==> config.mk <==
export PLATFORM = sky130hd
export DESIGN_NAME = spi_burst_ctrl
export DESIGN_NICKNAME = d
export VERILOG_FILES = /design/src/rtl/spi_burst_ctrl.sv
export SDC_FILE = /design/constraint.sdc
export NUM_CORES = 1
export LEC_CHECK = 0
export CAP_MARGIN = 20
export CELL_PAD_IN_SITES_DETAIL_PLACEMENT = 0
export CELL_PAD_IN_SITES_GLOBAL_PLACEMENT = 1
export CORE_MARGIN = 2
export CORE_UTILIZATION = 40
export DETAILED_ROUTE_END_ITERATION = 6
export PLACE_DENSITY = 0.64
export RECOVER_POWER = 25
export SYNTH_ARGS = -nofsm -noshare
export SYNTH_HDL_FRONTEND = slang
export SYNTH_HIERARCHICAL = 1
export SYNTH_SLANG_ARGS = --single-unit
==> constraint.sdc <==
create_clock -name clk -period 7.9 [get_ports clk]
set_input_delay 0.79 -clock clk [delete_from_list [all_inputs] [get_ports clk]]
set_output_delay 0.79 -clock clk [all_outputs]
set_load 0.03 [all_outputs]
==> src/rtl/spi_burst_ctrl.sv <==
// Byte-stream front end for spi_top: TX FIFO -> one SPI transfer per byte -> RX FIFO. Optional timeout via SPI_BURST_TIMEOUT_EN.
// Latency: byte written at E0 launches spi_start at E1; the RX byte appears one cycle after the CAPTURE edge.
// Backpressure: s_ready drops when the TX FIFO is full, and launches stall while the RX FIFO is full.

module spi_burst_fifo #(
    parameter int DEPTH = 8,
    parameter int AW    = 3
) (
    input  logic          clk,
    input  logic          rst,
    input  logic          push,
    input  logic [7:0]    push_dat,
    input  logic          pop,
    output logic [7:0]    head_dat,
    output logic          full,
    output logic          empty,
    output logic [AW:0]   level
);
    logic [7:0]  mem [DEPTH];
    logic [AW:0] wptr;
    logic [AW:0] rptr;

    assign full     = (wptr[AW] != rptr[AW]) && (wptr[AW-1:0] == rptr[AW-1:0]);
    assign empty    = (wptr == rptr);
    assign level    = wptr - rptr;
    assign head_dat = mem[rptr[AW-1:0]];

    always_ff @(posedge clk or negedge rst) begin
        if (!rst) begin
            wptr <= '0;
            rptr <= '0;
        end else begin
            if (push && !full)
                wptr <= wptr + 1'b1;
            if (pop && !empty)
                rptr <= rptr + 1'b1;
        end
    end

    // Storage carries no reset; the head is masked by empty.
    always_ff @(posedge clk) begin
        if (push && !full)
            mem[wptr[AW-1:0]] <= push_dat;
    end
endmodule

module spi_burst_ctrl #(
    parameter int DEPTH   = 8,
    parameter int AW      = 3,
    parameter int TIMEOUT = 255
) (
    input  logic          clk,
    input  logic          rst,
    input  logic          s_valid,
    input  logic [7:0]    s_data,
    output logic          s_ready,
    output logic          m_valid,
    output logic [7:0]    m_data,
    input  logic          m_ready,
    output logic          spi_start,
    output logic [7:0]    spi_tx_data,
    input  logic [7:0]    spi_rx_data,
    input  logic          spi_ready,
    output logic          busy,
    output logic [AW:0]   tx_level,
    output logic [AW:0]   rx_level,
    output logic          err,
    input  logic          err_clr
);
    typedef enum logic [2:0] {
        IDLE,
        LAUNCH,
        WAIT_BUSY,
        WAIT_DONE,
        CAPTURE
    } state_t;

    state_t     state;
    logic [7:0] tx_head;
    logic       tx_full;
    logic       tx_empty;
    logic       rx_full;
    logic       rx_empty;
    logic       launch_ok;
    logic       tx_pop;
    logic       rx_push;
    logic       timeout_hit;

    assign s_ready   = !tx_full;
    assign m_valid   = !rx_empty;
    // Gating on RX space means CAPTURE always has a free slot.
    assign launch_ok = !tx_empty && !rx_full && spi_ready;
    assign tx_pop    = (state == IDLE) && launch_ok;
    assign rx_push   = (state == CAPTURE);

    spi_burst_fifo #(.DEPTH(DEPTH), .AW(AW)) u_tx_fifo (
        .clk      (clk),
        .rst      (rst),
        .push     (s_valid),
        .push_dat (s_data),
        .pop      (tx_pop),
        .head_dat (tx_head),
        .full     (tx_full),
        .empty    (tx_empty),
        .level    (tx_level)
    );

    spi_burst_fifo #(.DEPTH(DEPTH), .AW(AW)) u_rx_fifo (
        .clk      (clk),
        .rst      (rst),
        .push     (rx_push),
        .push_dat (spi_rx_data),
        .pop      (m_ready),
        .head_dat (m_data),
        .full     (rx_full),
        .empty    (rx_empty),
        .level    (rx_level)
    );

`ifdef SPI_BURST_TIMEOUT_EN
    localparam int CW = ($clog2(TIMEOUT + 1) > 8) ? $clog2(TIMEOUT + 1) : 8;

    logic [CW-1:0] to_cnt;
    logic          waiting;

    assign waiting     = (state == WAIT_BUSY) || (state == WAIT_DONE);
    assign timeout_hit = waiting && (to_cnt == CW'(TIMEOUT));

    always_ff @(posedge clk or negedge rst) begin
        if (!rst) begin
            to_cnt <= '0;
            err    <= 1'b0;
        end else begin
            if (state == LAUNCH)
                to_cnt <= '0;
            else if (waiting && !timeout_hit)
                to_cnt <= to_cnt + 1'b1;
            // A timeout in the same cycle as err_clr keeps the flag set.
            if (timeout_hit)
                err <= 1'b1;
            else if (err_clr)
                err <= 1'b0;
        end
    end
`else
    logic unused_cfg;

    assign timeout_hit = 1'b0;
    assign err         = 1'b0;
    assign unused_cfg  = err_clr ^ (TIMEOUT == 0);
`endif

    always_ff @(posedge clk or negedge rst) begin
        if (!rst) begin
            state       <= IDLE;
            spi_start   <= 1'b0;
            spi_tx_data <= 8'h00;
            busy        <= 1'b0;
        end else begin
            case (state)
                IDLE: begin
                    if (launch_ok) begin
                        state       <= LAUNCH;
                        spi_start   <= 1'b1;
                        spi_tx_data <= tx_head;
                        busy        <= 1'b1;
                    end
                end
                LAUNCH: begin
                    spi_start <= 1'b0;
                    state     <= WAIT_BUSY;
                end
                WAIT_BUSY: begin
                    if (timeout_hit) begin
                        state <= IDLE;
                        busy  <= 1'b0;
                    end else if (!spi_ready) begin
                        state <= WAIT_DONE;
                    end
                end
                WAIT_DONE: begin
                    if (timeout_hit) begin
                        state <= IDLE;
                        busy  <= 1'b0;
                    end else if (spi_ready) begin
                        state <= CAPTURE;
                    end
                end
                CAPTURE: begin
                    state <= IDLE;
                    busy  <= 1'b0;
                end
                default: begin
                    state     <= IDLE;
                    spi_start <= 1'b0;
                    busy      <= 1'b0;
                end
            endcase
        end
    end
endmodule
==> impl_metrics.tcl <==
set metrics [dict create \
    intPower_uw 2095 \
    cts_max_level 4 \
    maxCapViolations 1 \
    cts_tree "done" \
    start_util_pct 41.09 \
    switching_power_uw 1180 \
    fin_crit_ns 3.813 \
    cts_hold_buf 0 \
    drive_above_1_share_pct 21.56 \
    ir_drop_uv 253.9 \
    synth.largest_area_cell "edfxtp_1" \
    core.rowCount 46 \
    p_per_area_nw_per_um2 416.8 \
    violations "capacitance limit, slew limit" \
    root_buffer "clkbuf_16" \
    finalNetCount 471 \
    setup_viol 0 \
    fin_tns_setup_ns 0 \
    synth_edf_count 128 \
    syn_avg_cell_area_um2 17.47 \
    slew_viol_final 30 \
    fmax_mhz 262.3 \
    worstMarginPinSlew_ns 1.720 \
    slowest_delay_ns 0.95 \
    synth_warnings 6 \
    cts_num_sinks 157 \
    rsz0062_at_grt "no" \
    crit_fanout 21 \
    io_pins 51 \
    dp_cells 634 \
    fp.dieArea_um2 17420 \
    grt_max_degree 30 \
    ys_top_cells_by_area "edfxtp_1 59%, dfrtp_1 11%, mux4_2 10%" \
    post-cts-setup-buffers 0 \
    switching_share_pct 36.03 \
    fp.dieH_um 132.0 \
    cp-end-kind "output port" \
    netlist_area_um2 6551 \
    p_clk_share_pct 24.5 \
    fin_util_pct 49.29 \
    period_share_pct 48.26 \
    cts_buffer_depth 2 \
    vias 3285 \
    path_clk_slew_ns 0.07 \
    synth_seq_cells 157 \
    final_common_cell "edfxtp_1" \
    dr.pass1.iters 4 \
    place.gp.congestion 0.7115 \
    antenna_cells 0 \
    synth.top_cell.area_share_pct 58.67 \
    drcViolationCount 0 \
    routed_via_density 4.932 \
    slowest_stage "dfrtp_1" \
    initialDrtViolationCount 199 \
    grt_pass1_vias 3395 \
    p_leak_uw 0.002855 \
    instances_no_fill 666 \
    clk_latency_ns 0.42 \
    comb_power_share_pct 39.4 \
    die_w_um 132.0 \
    core-area_um2 15940 \
    synthDistinctLibCells 38 \
    syn_to_final_growth_pct 19.94 \
    synthesis.nets 409 \
    cts_resized 0 \
    pwr-share-seq_pct 36.1 \
    maxSlewHeadroom_pct -14.69 \
    hold_violations 0 \
    antenna_found_initial 0 \
    crit_arrival_ns 3.02 \
    status "finished with violations" \
    routed_wl_mm 12.23 \
    cts_made_buffers 17 \
    fill_cells 1332 \
    skew_ns 0.009100 \
    ant_nets 0 \
    hold_class "reg2reg" \
    wire_per_inst_um 18.37 \
    synth_cells 375 \
    gr-total-overflow 0 \
    cp_data_required_time_ns 7.11 \
    cp-start-kind "flop" \
    synth-async-reset-ratio_pct 18.47 \
    seq_area_frac_synth_pct 69.75 \
    io_buffer_count 48 \
    hpwl_mm 7.696 \
    grt_first_pass_wirelength_mm 19.42 \
    ys.flop_type "edfxtp_1" \
    layout_common_cells "128 x edfxtp_1, 54 x nand2_1, 39 x clkdlybuf4s50_1, 30 x mux4_2, 29 x dfrtp_1" \
    cp_cell_sequence "inv_1, ha_1, a21o_1, a21oi_1, xnor2_1, clkdlybuf4s50_1" \
    grt.total_usage_pct 15.02 \
    critPathKind "reg2out" \
]
[path summary, 6_finish.rpt]
kind	startpoint	endpoint	slack, ns	depth (start not counted)
worst max-delay path	u_rx_fifo/rptr[1]	rx_level[3]	4.09	6
worst max register to register	u_rx_fifo/rptr[1]	u_tx_fifo/rptr[1]	4.52	9
min in group asynchronous	rst	u_rx_fifo/rptr[3]	1.36	2
worst min register to register	spi_start	spi_start	0.50	2
worst min-delay path	spi_start	spi_start	0.50	2
max in group asynchronous	rst	u_tx_fifo/wptr[1]	5.54	2
[state kept, by name, indices dropped and copies added, names as in the netlist]
signal,count
spi_start,1
busy,1
u_rx_fifo/wptr,4
u_tx_fifo/rptr,4
u_tx_fifo/wptr,4
u_rx_fifo/mem,64
u_tx_fifo/mem,64
spi_tx_data,8
state,3
u_rx_fifo/rptr,4
[cells in the mapped netlist, drive strengths merged, types with 2 or more instances]
cell type	instances
mux2	12
o21ai	5
edfxtp	128
xnor2	12
mux4	32
nor3	9
a21oi	3
o211ai	2
fa	2
nand3	4
a21o	2
nand2	54
nor4	3
dfrtp	29
xor2	8
nor2	19
inv	21
buf	12
ha	10
[critical path, delay by kind of cell, from the launching register on]
family          cells  cell delay [ns]
compound gates      2             0.37
xor+xnor            1             0.15
fa+ha+maj           1             0.33
buf+inv             2             0.81
flops               1             0.95
[per-layer routing]
| layer | global-route usage [%] | wire (um) | share of wire, % |
|---|---|---|---|
| met2 | 26.53 | 6576 | 54 |
| met3 | 3.883 | 508 | 4.2 |
| met1 | 17.95 | 5024 | 41 |
| met4 | 4.891 | 124 | 1.0 |
| met5 | 0 | 0 | 0 |
[layout make-up]
class	count	area [um^2]	area share, %
tap	216	270.3	3.439
sequential	157	4569	58.15
clock buffer	17	425.4	5.414
timing repair buffer	55	529.3	6.736
clock inverter	15	162.7	2.070
multi-input combinational	185	1822	23.18
inverter	21	78.83	1.003
[through the flow]
step           hold WS, ns  total power, uW  instance area, um^2  worst slack, ns
2_1_floorplan       0.4825             2085                 6551            5.200
3_3_place_gp        0.4872             2495                 7273            4.435
3_5_place_dp        0.4944             2515                 7273            4.423
4_1_cts             0.5128             3324                 7861            4.009
5_1_grt             0.5247             3454                 7858            3.896
6_report            0.5018             3275                 7858            4.087
[logic make-up (layout without fill, tap and decap cells)]
logic type	Yosys count	count (layout)	synth area share, %
flip-flops	157	157	69.75
AND/OR/NAND/NOR	95	95	6.284
multiplexers	45	45	13.90
buffers and inverters	33	108	2.903
XOR/XNOR	20	20	2.903
adder cells (fa/ha/maj)	12	12	2.521
AO/OA/AOI/OAI	12	12	1.680
other	1	1	0.05724
[power by group through the flow]
| stage | logic (uW) | clock network, uW | registers [uW] |
|---|---|---|---|
| after CTS | 1320 | 823 | 1190 |
| after global routing | 1400 | 857 | 1200 |
| after global placement | 1300 | 0 | 1200 |
| after detailed placement | 1310 | 0 | 1200 |
| after floorplan | 918 | 0 | 1170 |
| final | 1290 | 803 | 1180 |
Power figures use the tool's default switching activity.
